`src/rtl/enigma_pkg.sv`:
```
// Shared Enigma types, inverse rotor wiring tables and index helpers.
// Used by the return-path engine and its rotor stage.
package enigma_pkg;

    localparam int N_CONTACTS = 26;

    typedef logic [4:0] idx_t;
    typedef logic [N_CONTACTS-1:0] contacts_t;

    typedef enum logic [1:0] {
        ROTOR_I   = 2'd0,
        ROTOR_II  = 2'd1,
        ROTOR_III = 2'd2,
        ROTOR_ID  = 2'd3
    } rotor_sel_e;

    typedef struct packed {
        logic [4:0] cnt;
        idx_t       idx;
    } enc_t;

    // I^-1 = UWYGADFPVZBECKMTHXSLRINQOJ
    localparam idx_t ROTOR_I_INV [N_CONTACTS] = '{
        5'd20, 5'd22, 5'd24, 5'd6,  5'd0,  5'd3,  5'd5,
        5'd15, 5'd21, 5'd25, 5'd1,  5'd4,  5'd2,  5'd10,
        5'd12, 5'd19, 5'd7,  5'd23, 5'd18, 5'd11, 5'd17,
        5'd8,  5'd13, 5'd16, 5'd14, 5'd9
    };

    // II^-1 = AJPCZWRLFBDKOTYUQGENHXMIVS
    localparam idx_t ROTOR_II_INV [N_CONTACTS] = '{
        5'd0,  5'd9,  5'd15, 5'd2,  5'd25, 5'd22, 5'd17,
        5'd11, 5'd5,  5'd1,  5'd3,  5'd10, 5'd14, 5'd19,
        5'd24, 5'd20, 5'd16, 5'd6,  5'd4,  5'd13, 5'd7,
        5'd23, 5'd12, 5'd8,  5'd21, 5'd18
    };

    // III^-1 = TAGBPCSDQEUFVNZHYIXJWLRKOM
    localparam idx_t ROTOR_III_INV [N_CONTACTS] = '{
        5'd19, 5'd0,  5'd6,  5'd1,  5'd15, 5'd2,  5'd18,
        5'd3,  5'd16, 5'd4,  5'd20, 5'd5,  5'd21, 5'd13,
        5'd25, 5'd7,  5'd24, 5'd8,  5'd23, 5'd9,  5'd22,
        5'd11, 5'd17, 5'd10, 5'd14, 5'd12
    };

    // Single conditional subtract; callers keep v below 52.
    function automatic idx_t mod26(input logic [5:0] v);
        logic [5:0] r;
        r = (v >= 6'd26) ? (v - 6'd26) : v;
        return r[4:0];
    endfunction

    // Index of the highest set bit plus the number of set bits.
    function automatic enc_t onehot_enc(input contacts_t v);
        enc_t e;
        e = '0;
        for (int i = 0; i < N_CONTACTS; i++) begin
            if (v[i]) begin
                e.cnt = e.cnt + 5'd1;
                e.idx = idx_t'(i);
            end
        end
        return e;
    endfunction

    function automatic contacts_t onehot_dec(input idx_t i);
        contacts_t d;
        d = '0;
        if (i < 5'd26) begin
            d[i] = 1'b1;
        end
        return d;
    endfunction

    function automatic idx_t rotor_inv(input rotor_sel_e sel,
                                       input idx_t s);
        idx_t m;
        unique case (sel)
            ROTOR_I:   m = ROTOR_I_INV[s];
            ROTOR_II:  m = ROTOR_II_INV[s];
            ROTOR_III: m = ROTOR_III_INV[s];
            default:   m = s;
        endcase
        return m;
    endfunction

endpackage

```
`src/rtl/rotor_inv_stage.sv`:
```
// Combinational inverse pass through one rotor at a given position.
// Ports: idx/pos/sel in, next_idx out (all indices 0..25).
import enigma_pkg::*;

module rotor_inv_stage (
    input  logic [4:0]  idx,
    input  logic [4:0]  pos,
    input  rotor_sel_e  sel,
    output logic [4:0]  next_idx
);

    idx_t s;
    idx_t m;

    always_comb begin
        s        = mod26({1'b0, idx} + {1'b0, pos});
        m        = rotor_inv(sel, s);
        // +26 keeps the difference non-negative before reduction
        next_idx = mod26({1'b0, m} + 6'd26 - {1'b0, pos});
    end

endmodule

```
`src/rtl/enigma_return_path.sv`:
```
// Return path: reflector contact back through rotors L, M, R, one per clock.
// Ports: clk, resetn, in/in_valid/in_ready, pos_*/sel_*, out/out_valid/out_err/out_ready.
import enigma_pkg::*;

module enigma_return_path (
    input  logic        clk,
    input  logic        resetn,
    input  logic [25:0] in,
    input  logic        in_valid,
    output logic        in_ready,
    input  logic [4:0]  pos_l,
    input  logic [4:0]  pos_m,
    input  logic [4:0]  pos_r,
    input  logic [1:0]  sel_l,
    input  logic [1:0]  sel_m,
    input  logic [1:0]  sel_r,
    output logic [25:0] out,
    output logic        out_valid,
    output logic        out_err,
    input  logic        out_ready
);

    typedef enum logic [2:0] {
        IDLE  = 3'd0,
        ROT_L = 3'd1,
        ROT_M = 3'd2,
        ROT_R = 3'd3,
        DONE  = 3'd4
    } state_e;

    state_e     state;
    idx_t       idx;
    logic       err;
    idx_t       cap_pos_l;
    idx_t       cap_pos_m;
    idx_t       cap_pos_r;
    rotor_sel_e cap_sel_l;
    rotor_sel_e cap_sel_m;
    rotor_sel_e cap_sel_r;

    idx_t       cur_pos;
    rotor_sel_e cur_sel;
    idx_t       next_idx;
    enc_t       enc;

    assign enc = onehot_enc(in);

    always_comb begin
        cur_pos = '0;
        cur_sel = ROTOR_ID;
        unique case (state)
            ROT_L: begin
                cur_pos = cap_pos_l;
                cur_sel = cap_sel_l;
            end
            ROT_M: begin
                cur_pos = cap_pos_m;
                cur_sel = cap_sel_m;
            end
            ROT_R: begin
                cur_pos = cap_pos_r;
                cur_sel = cap_sel_r;
            end
            default: ;
        endcase
    end

    rotor_inv_stage u_stage (
        .idx      (idx),
        .pos      (cur_pos),
        .sel      (cur_sel),
        .next_idx (next_idx)
    );

    always_ff @(posedge clk) begin
        if (!resetn) begin
            state     <= IDLE;
            idx       <= '0;
            err       <= 1'b0;
            cap_pos_l <= '0;
            cap_pos_m <= '0;
            cap_pos_r <= '0;
            cap_sel_l <= ROTOR_ID;
            cap_sel_m <= ROTOR_ID;
            cap_sel_r <= ROTOR_ID;
            in_ready  <= 1'b1;
            out_valid <= 1'b0;
            out       <= '0;
            out_err   <= 1'b0;
        end else begin
            unique case (state)
                IDLE: begin
                    if (in_valid) begin
                        cap_pos_l <= mod26({1'b0, pos_l});
                        cap_pos_m <= mod26({1'b0, pos_m});
                        cap_pos_r <= mod26({1'b0, pos_r});
                        cap_sel_l <= rotor_sel_e'(sel_l);
                        cap_sel_m <= rotor_sel_e'(sel_m);
                        cap_sel_r <= rotor_sel_e'(sel_r);
                        in_ready  <= 1'b0;
                        if (enc.cnt == 5'd1) begin
                            idx   <= enc.idx;
                            err   <= 1'b0;
                            state <= ROT_L;
                        end else begin
                            // Malformed contact skips the rotors
                            idx       <= '0;
                            err       <= 1'b1;
                            out       <= '0;
                            out_err   <= 1'b1;
                            out_valid <= 1'b1;
                            state     <= DONE;
                        end
                    end
                end
                ROT_L: begin
                    idx   <= next_idx;
                    state <= ROT_M;
                end
                ROT_M: begin
                    idx   <= next_idx;
                    state <= ROT_R;
                end
                ROT_R: begin
                    idx       <= next_idx;
                    out       <= onehot_dec(next_idx);
                    out_err   <= err;
                    out_valid <= 1'b1;
                    state     <= DONE;
                end
                DONE: begin
                    if (out_ready) begin
                        out_valid <= 1'b0;
                        out       <= '0;
                        out_err   <= 1'b0;
                        in_ready  <= 1'b1;
                        state     <= IDLE;
                    end
                end
                default: begin
                    state    <= IDLE;
                    in_ready <= 1'b1;
                end
            endcase
        end
    end

endmodule

```
`config.mk`:
```
export PLATFORM = sky130hd
export DESIGN_NAME = enigma_return_path
export DESIGN_NICKNAME = d
export VERILOG_FILES = /design/src/rtl/enigma_pkg.sv /design/src/rtl/rotor_inv_stage.sv /design/src/rtl/enigma_return_path.sv
export SDC_FILE = /design/constraint.sdc
export NUM_CORES = 1
export LEC_CHECK = 0
export CAP_MARGIN = 5
export CORE_UTILIZATION = 35
export DETAILED_ROUTE_END_ITERATION = 12
export GPL_ROUTABILITY_DRIVEN = 0
export SLEW_MARGIN = 10
export SYNTH_ARGS = -nofsm -noshare
export SYNTH_HDL_FRONTEND = slang
export SYNTH_SLANG_ARGS = --single-unit
export TNS_END_PERCENT = 20
```
`constraint.sdc`:
```
create_clock -name clk -period 14.4 [get_ports clk]
set_input_delay 1.44 -clock clk [delete_from_list [all_inputs] [get_ports clk]]
set_output_delay 1.44 -clock clk [all_outputs]
set_load 0.05 [all_outputs]
```
After elaboration in Yosys (flattened, before gate mapping)
Memory sizes are Yosys's and may differ from the RTL's. Index checks and enable logic that the tools add are counted.

Memories: 3. Bits in read-only memories: 480. Register bits after elaboration: 59. Memory bits (writable): 0. Output and inout bits: 29. Bits in latches: 0.

Muxes and demuxes: 63. $add $sub $neg: 33. Reduce and logical (&&, ||, !) cells: 11. Div/mod/pow operators: 0. Shifts and indexed selects: 0. Equal/unequal tests: 10. Order comparisons: 9. Multiply operators: 0. Bitwise operators: 2.

Memories: (name not given) (words 32, bits a word 5, rd ports 1, clocked after Yosys merged registers in 0, write ports 0, RTL line enigma_pkg.sv:80) `ROTOR_II: m = ROTOR_II_INV[s];`; (name not given) (words 32, bits a word 5, rd ports 1, clocked after Yosys merged registers in 0, write ports 0, RTL line enigma_pkg.sv:81) `ROTOR_III: m = ROTOR_III_INV[s];`; (name not given) (words 32, bits a word 5, rd ports 1, clocked after Yosys merged registers in 0, write ports 0, RTL line enigma_pkg.sv:79) `ROTOR_I: m = ROTOR_I_INV[s];`.

Operator list (count): $mux 10 (25); $add 5x1->5 const B (25); $mux 26 (4); $pmux 26 s3 (1); $mux 5 (13); $pmux 5 s3 (2); $sub 5x5->5 const B (5); $ge 5x5->1 const B (3); $pmux 3 s5 (1); $ge 6x5->1 const B (2); $pmux 5 s2 (1); $mux 3 (3); $pmux 1 s3 (3); $mux 1 (7); $add 5x5->6 (1); $add 5x5->6 const B (1); $eq 3x2->1 const B (2); $ge 6x6->1 const B (1); $lt 5x6->1 const B (1); $mux 6 (1); $ne 2x2->1 const B (3); $not 5->6 (1); $pmux 2 s3 (1); $reduce_and 2->1 (3); 18 further kinds (18).

Longest topological paths before layout
Gate-level depths: netlist of the first run.

Word-level depth: 55. Gate-level depth with buffers: 86.

By module
From an unflattened synthesis of the first run, not the netlist that was laid out.

Cells, all modules: 1051. Area total of the unflattened synthesis: 7733.7 um^2.

Modules (own cells, without submodules): enigma_return_path (times used 1, area each 6124.6 um^2, sequential area each 1181.1 um^2, cells each 802); rotor_inv_stage (times used 1, area each 1609.0 um^2, sequential area each 0.0 um^2, cells each 249).

Worst setup path before layout of the first run
No wires, ideal clock.

Kind: input-to-reg. Start point: input in[0]. End point: register state[2]. Path slack: -0.961 ns. Arrival: 15.246 ns. Buffers on the path: 2. Library setup time: 0.115 ns. Stages: 85. Path through: inv_1 -> ha_1 -> buf_2 -> xor2_1 -> ha_1 -> nor2b_1 -> nor2_1 -> ha_1 -> nand2_1 -> o31ai_1 -> ha_1 -> inv_1 -> a32o_1 -> nor2_1 -> ha_1 -> nand2_1 -> o31ai_1 -> ha_1 -> [... 49 more ...] -> ha_1 -> nand2_1 -> o31ai_1 -> ha_1 -> mux2i_1 -> inv_1 -> ha_1 -> nand2_1 -> o21ai_0 -> ha_1 -> nand2_1 -> xor2_1 -> xnor2_1 -> xnor2_1 -> o2111ai_1 -> o41a_1 -> buf_2 -> a31o_1.

Word-level cells in the longest chain between the ends: 55.

RTL lines: start, declared (RTL line enigma_return_path.sv:8) `input logic [25:0] in,`; $mux 6 (*) (RTL line enigma_pkg.sv:58) `if (v[i]) begin`; $add 5x1->5 (RTL line enigma_pkg.sv:59) `e.cnt = e.cnt + 5'd1;`; $mux 10 (*) (RTL line enigma_pkg.sv:58); $add 5x1->5 (RTL line enigma_pkg.sv:59); $mux 10 (*) (RTL line enigma_pkg.sv:58); $add 5x1->5 (RTL line enigma_pkg.sv:59); $mux 10 (*) (RTL line enigma_pkg.sv:58); $add 5x1->5 (RTL line enigma_pkg.sv:59); [... 39 more ...]; $add 5x1->5 (RTL line enigma_pkg.sv:59); $mux 10 (*) (RTL line enigma_pkg.sv:58); $add 5x1->5 (RTL line enigma_pkg.sv:59); $mux 10 (*) (RTL line enigma_pkg.sv:58); $eq 5x1->1 (*) (RTL line enigma_return_path.sv:101) `if (enc.cnt == 5'd1) begin`; $mux 3 (*) (RTL line enigma_return_path.sv:101); $mux 3 (*) (RTL line enigma_return_path.sv:93) `if (in_valid) begin`; $pmux 3 s5 (*) (RTL line enigma_return_path.sv:91) `unique case (state)`; end signal, assigned (RTL line enigma_return_path.sv:104) `state <= ROT_L;`; end signal, assigned (RTL line enigma_return_path.sv:112) `state <= DONE;`; end signal, assigned (RTL line enigma_return_path.sv:118) `state <= ROT_M;`; end, declared (RTL line enigma_return_path.sv:31) `state_e state;`.

Mark *: on every way between the ends. The rest lies on a longest branch, timed or not. The select of a mux whose other input is x is not followed. A chain may end at the register's enable or synchronous reset.

Worst setup path after layout of the first run
Start point: input in[1]. End point: register out[15].

Word-level cells in the longest chain between the ends: 52.

RTL lines: $mux 10 (*) (RTL line enigma_pkg.sv:58); $add 5x1->5 (RTL line enigma_pkg.sv:59); $mux 10 (*) (RTL line enigma_pkg.sv:58); $add 5x1->5 (RTL line enigma_pkg.sv:59); $mux 10 (*) (RTL line enigma_pkg.sv:58); $add 5x1->5 (RTL line enigma_pkg.sv:59); $mux 10 (*) (RTL line enigma_pkg.sv:58); $add 5x1->5 (RTL line enigma_pkg.sv:59); [... 36 more ...]; $mux 10 (*) (RTL line enigma_pkg.sv:58); $add 5x1->5 (RTL line enigma_pkg.sv:59); $mux 10 (*) (RTL line enigma_pkg.sv:58); $add 5x1->5 (RTL line enigma_pkg.sv:59); $mux 10 (*) (RTL line enigma_pkg.sv:58); $eq 5x1->1 (*) (RTL line enigma_return_path.sv:101); $ne 2x2->1 (no source line) (*); $reduce_and 4->1 (no source line) (*); end signal, assigned (RTL line enigma_return_path.sv:126) `out <= onehot_dec(next_idx);`; end, declared (RTL line enigma_return_path.sv:17) `output logic [25:0] out,`.

Mark *: on every way between the ends. The rest lies on a longest branch, timed or not.

==> results of run 1 <==
[logic make-up after synthesis]
kind of cell / Yosys count / synth area share (%)
buf+inv: 94 / 5.36
fa+ha+maj: 52 / 9.50
simple gates: 364 / 23.9
mux: 31 / 4.95
flops: 59 / 16.9
compound gates: 252 / 23.0
xor+xnor: 106 / 16.5
[cell usage after synthesis, types with 9 or more instances]
library cell  number  area, um2
nand3_1           26        130
nor2b_1           13       81.3
ha_1              50        626
mux2i_1           20        200
clkbuf_1          47        176
o22ai_1           37        231
a21oi_1           71        355
xor2_1            30        263
a211oi_1          13       97.6
xnor2_1           58        508
nand2_1          166        623
nor3_1            18       90.1
nand4_1           10       62.6
inv_1             36        135
dfxtp_1           59       1180
mux2_2             9        101
nor2_1            70        263
o21ai_0           43        215
nand2b_1          15       93.8
a31oi_1           10       62.6
or2_2             10       62.6
[flip-flops by register name (all words and copies together) (netlist names)]
name,count
cap_pos_l,5
cap_pos_m,5
cap_pos_r,5
cap_sel_l,2
cap_sel_m,2
cap_sel_r,2
err,1
idx,5
in_ready,1
out,26
out_err,1
out_valid,1
state,3
[worst min path at each step]
stage	start	to	slack (ps)	depth (start not counted)
floorplan	cap_pos_r[3]	cap_pos_r[3]	430	2
global placement	cap_pos_r[3]	cap_pos_r[3]	440	2
detailed placement	cap_pos_m[0]	cap_pos_m[0]	450	2
CTS	cap_pos_m[0]	cap_pos_m[0]	450	2
global route	cap_pos_m[0]	cap_pos_m[0]	460	2
finish	cap_pos_r[3]	cap_pos_r[3]	450	2
[layer usage]
| metal | wire length (um) | vias to the layer above |
|---|---|---|
| li1 | - | 3811 |
| met1 | 10000 | 3522 |
| met2 | 10400 | 261 |
| met3 | 1130 | 46 |
| met4 | 535 | 0 |
| met5 | 0 | - |
[timing repair]
action,CTS,global route
pin swaps,24,30
endpoints found under the setup margin,36,36
buffers inserted,89,15
gates resized for setup,33,39
gates cloned,0,3
[through the flow]
step                setup TNS [ps]  setup slack, ps
floorplan                    -9300             -366
global placement            -28700             -894
detailed placement          -40380            -1240
CTS                          -6640             -280
global route                -38340            -1140
finish                      -19750             -605
[area by class of cell]
class / instances / share of cell area (%)
clock inverters: 7 / 0.839
multi-input cells: 805 / 59.2
inverters: 36 / 1.50
clock buffers: 9 / 2.26
well taps: 265 / 3.32
flip-flops and latches: 59 / 11.8
repair buffers: 243 / 21.1
[layout by cell type, fill, tap and decap left out, types with 28 or more instances in the layout]
| cell | n |
|---|---|
| buf_4 | 156 |
| nand2_1 | 155 |
| clkdlybuf4s50_1 | 76 |
| nor2_1 | 67 |
| a21oi_1 | 67 |
| dfxtp_1 | 59 |
| xnor2_1 | 54 |
| o21ai_0 | 39 |
| ha_1 | 39 |
| o22ai_1 | 36 |
| inv_1 | 32 |
| xor2_1 | 28 |
[worst min-delay path, cell delays in order (launching register included)]
cell	delay, ps
dfxtp_1	310
nand2_1	50
a21oi_1	50
==> metrics.yaml, run 1 <==
status: "complete, but fails checks"
violations: "negative setup slack"
grt_usage_pct: 20.5
coreArea_mm2: 0.0195
antenna_found_initial: 0
hpwlAfterDp_um: 14600
max_freq_ghz: 0.0666
ys_seq_area_share_pct: 16.9
ys_ff_latch: 59
io_pins: 80
period_share_pct: 104
wire_per_inst_um: 15.5
synth-edff-count: 0
grt_max_degree: 44
htreeDepth: 3
synth_nets: 1061
r2r_end: "out[9]"
grt_pass1_vias: 7010
synth.distinct_cells: 76
worst_ep_arrival_time_ps: 15260
drc_errors: 0
cpMostUsedCell: "buf_4"
clk-insertion-delay-late_ps: 330
worstRegToRegCells: 29
grt_use_met3_pct: 2.40
synth_top_flop_cell: "dfxtp_1"
placed_cells: 1302
synthCells: 958
fillers: 1880
syn_to_final_growth_pct: 42.5
stdcell_area_mm2: 0.00999
relSlewSlack_pct: 19.2
setup.worst_path.start: "in[1]"
syn_area_mm2: 0.00701
final_cell_count_no_fill: 1424
path_class: "in -> reg"
portBuffers: 79
rsz0062_at_grt: "true"
worstMarginPinSlew_ps: 1210
crit_path_max_fanout: 7
cts_sinks: 59
postPlaceCellArea_mm2: 0.00855
hold_path_class: "reg -> reg"
multi_input_area_mm2: 0.00591
cp_slowest_cell: "o41a_1"
required_ps: 14650
startpoint_type: "input port"
drt_iter0_drc: 544
critPathMaxStageDelay_ps: 420
regToRegStartpoint: "state[1]"
crit_end: "out[15]"
routed_via_density: 5.37
cts_hold_buf: 0
path_clk_slew_ps: 60
drtAntennaViolNets: 0
grtUsageMet1_pct: 27.2
diodes: 0
yosys_warnings: 0
cts-buffers-inserted: 9
met2_usage_pct: 34.7
worst-path-buf-inv: 42
r2r_slack_ps: 6040
start_util_pct: 35.9
root_buffer: "clkbuf_16"
dieArea_mm2: 0.0206
vias: 7640
hold_violations: 0
finalCoreUtilization_pct: 51.1
drt_pass1_iterations: 5
die_x_um: 144
setup_ws_ps: -605
finalSetupViolations: 36
busiest_layer: "met2"
finalWorstPathRequiredPeriod_ps: 15010
cp-end-kind: "flip-flop"
tritoncts: "yes"
worst_hold_slack_ps: 454
seq_area_mm2: 0.00118
cts_buffer_depth: 2
crit_family: "buffers and inverters"
finClkSkew_ps: 9.75
die_h_um: 144
gr-total-overflow: 0
synthArstFlopShare_pct: 0
nets: 1257
cp.depth: 91
cap_violations: 0
drt-total-wl_um: 22100
synth.avg_cell_area_um2: 7.32
row_count: 51
drive_gt1_share_pct: 24.8
grt_pass1_wl_um: 34200
slew_violations: 0
Power of run 1 is not shown: default switching activity piles up to over one toggle a cycle in this logic, so the estimate is an artifact.
==> run 2: changes to the inputs <==
- CAP_MARGIN: 5 -> 10
==> results of run 2 <==
No change in the layout: final DEF, timing and power equal those of run 1.
Power of run 2 is left out for the same reason.
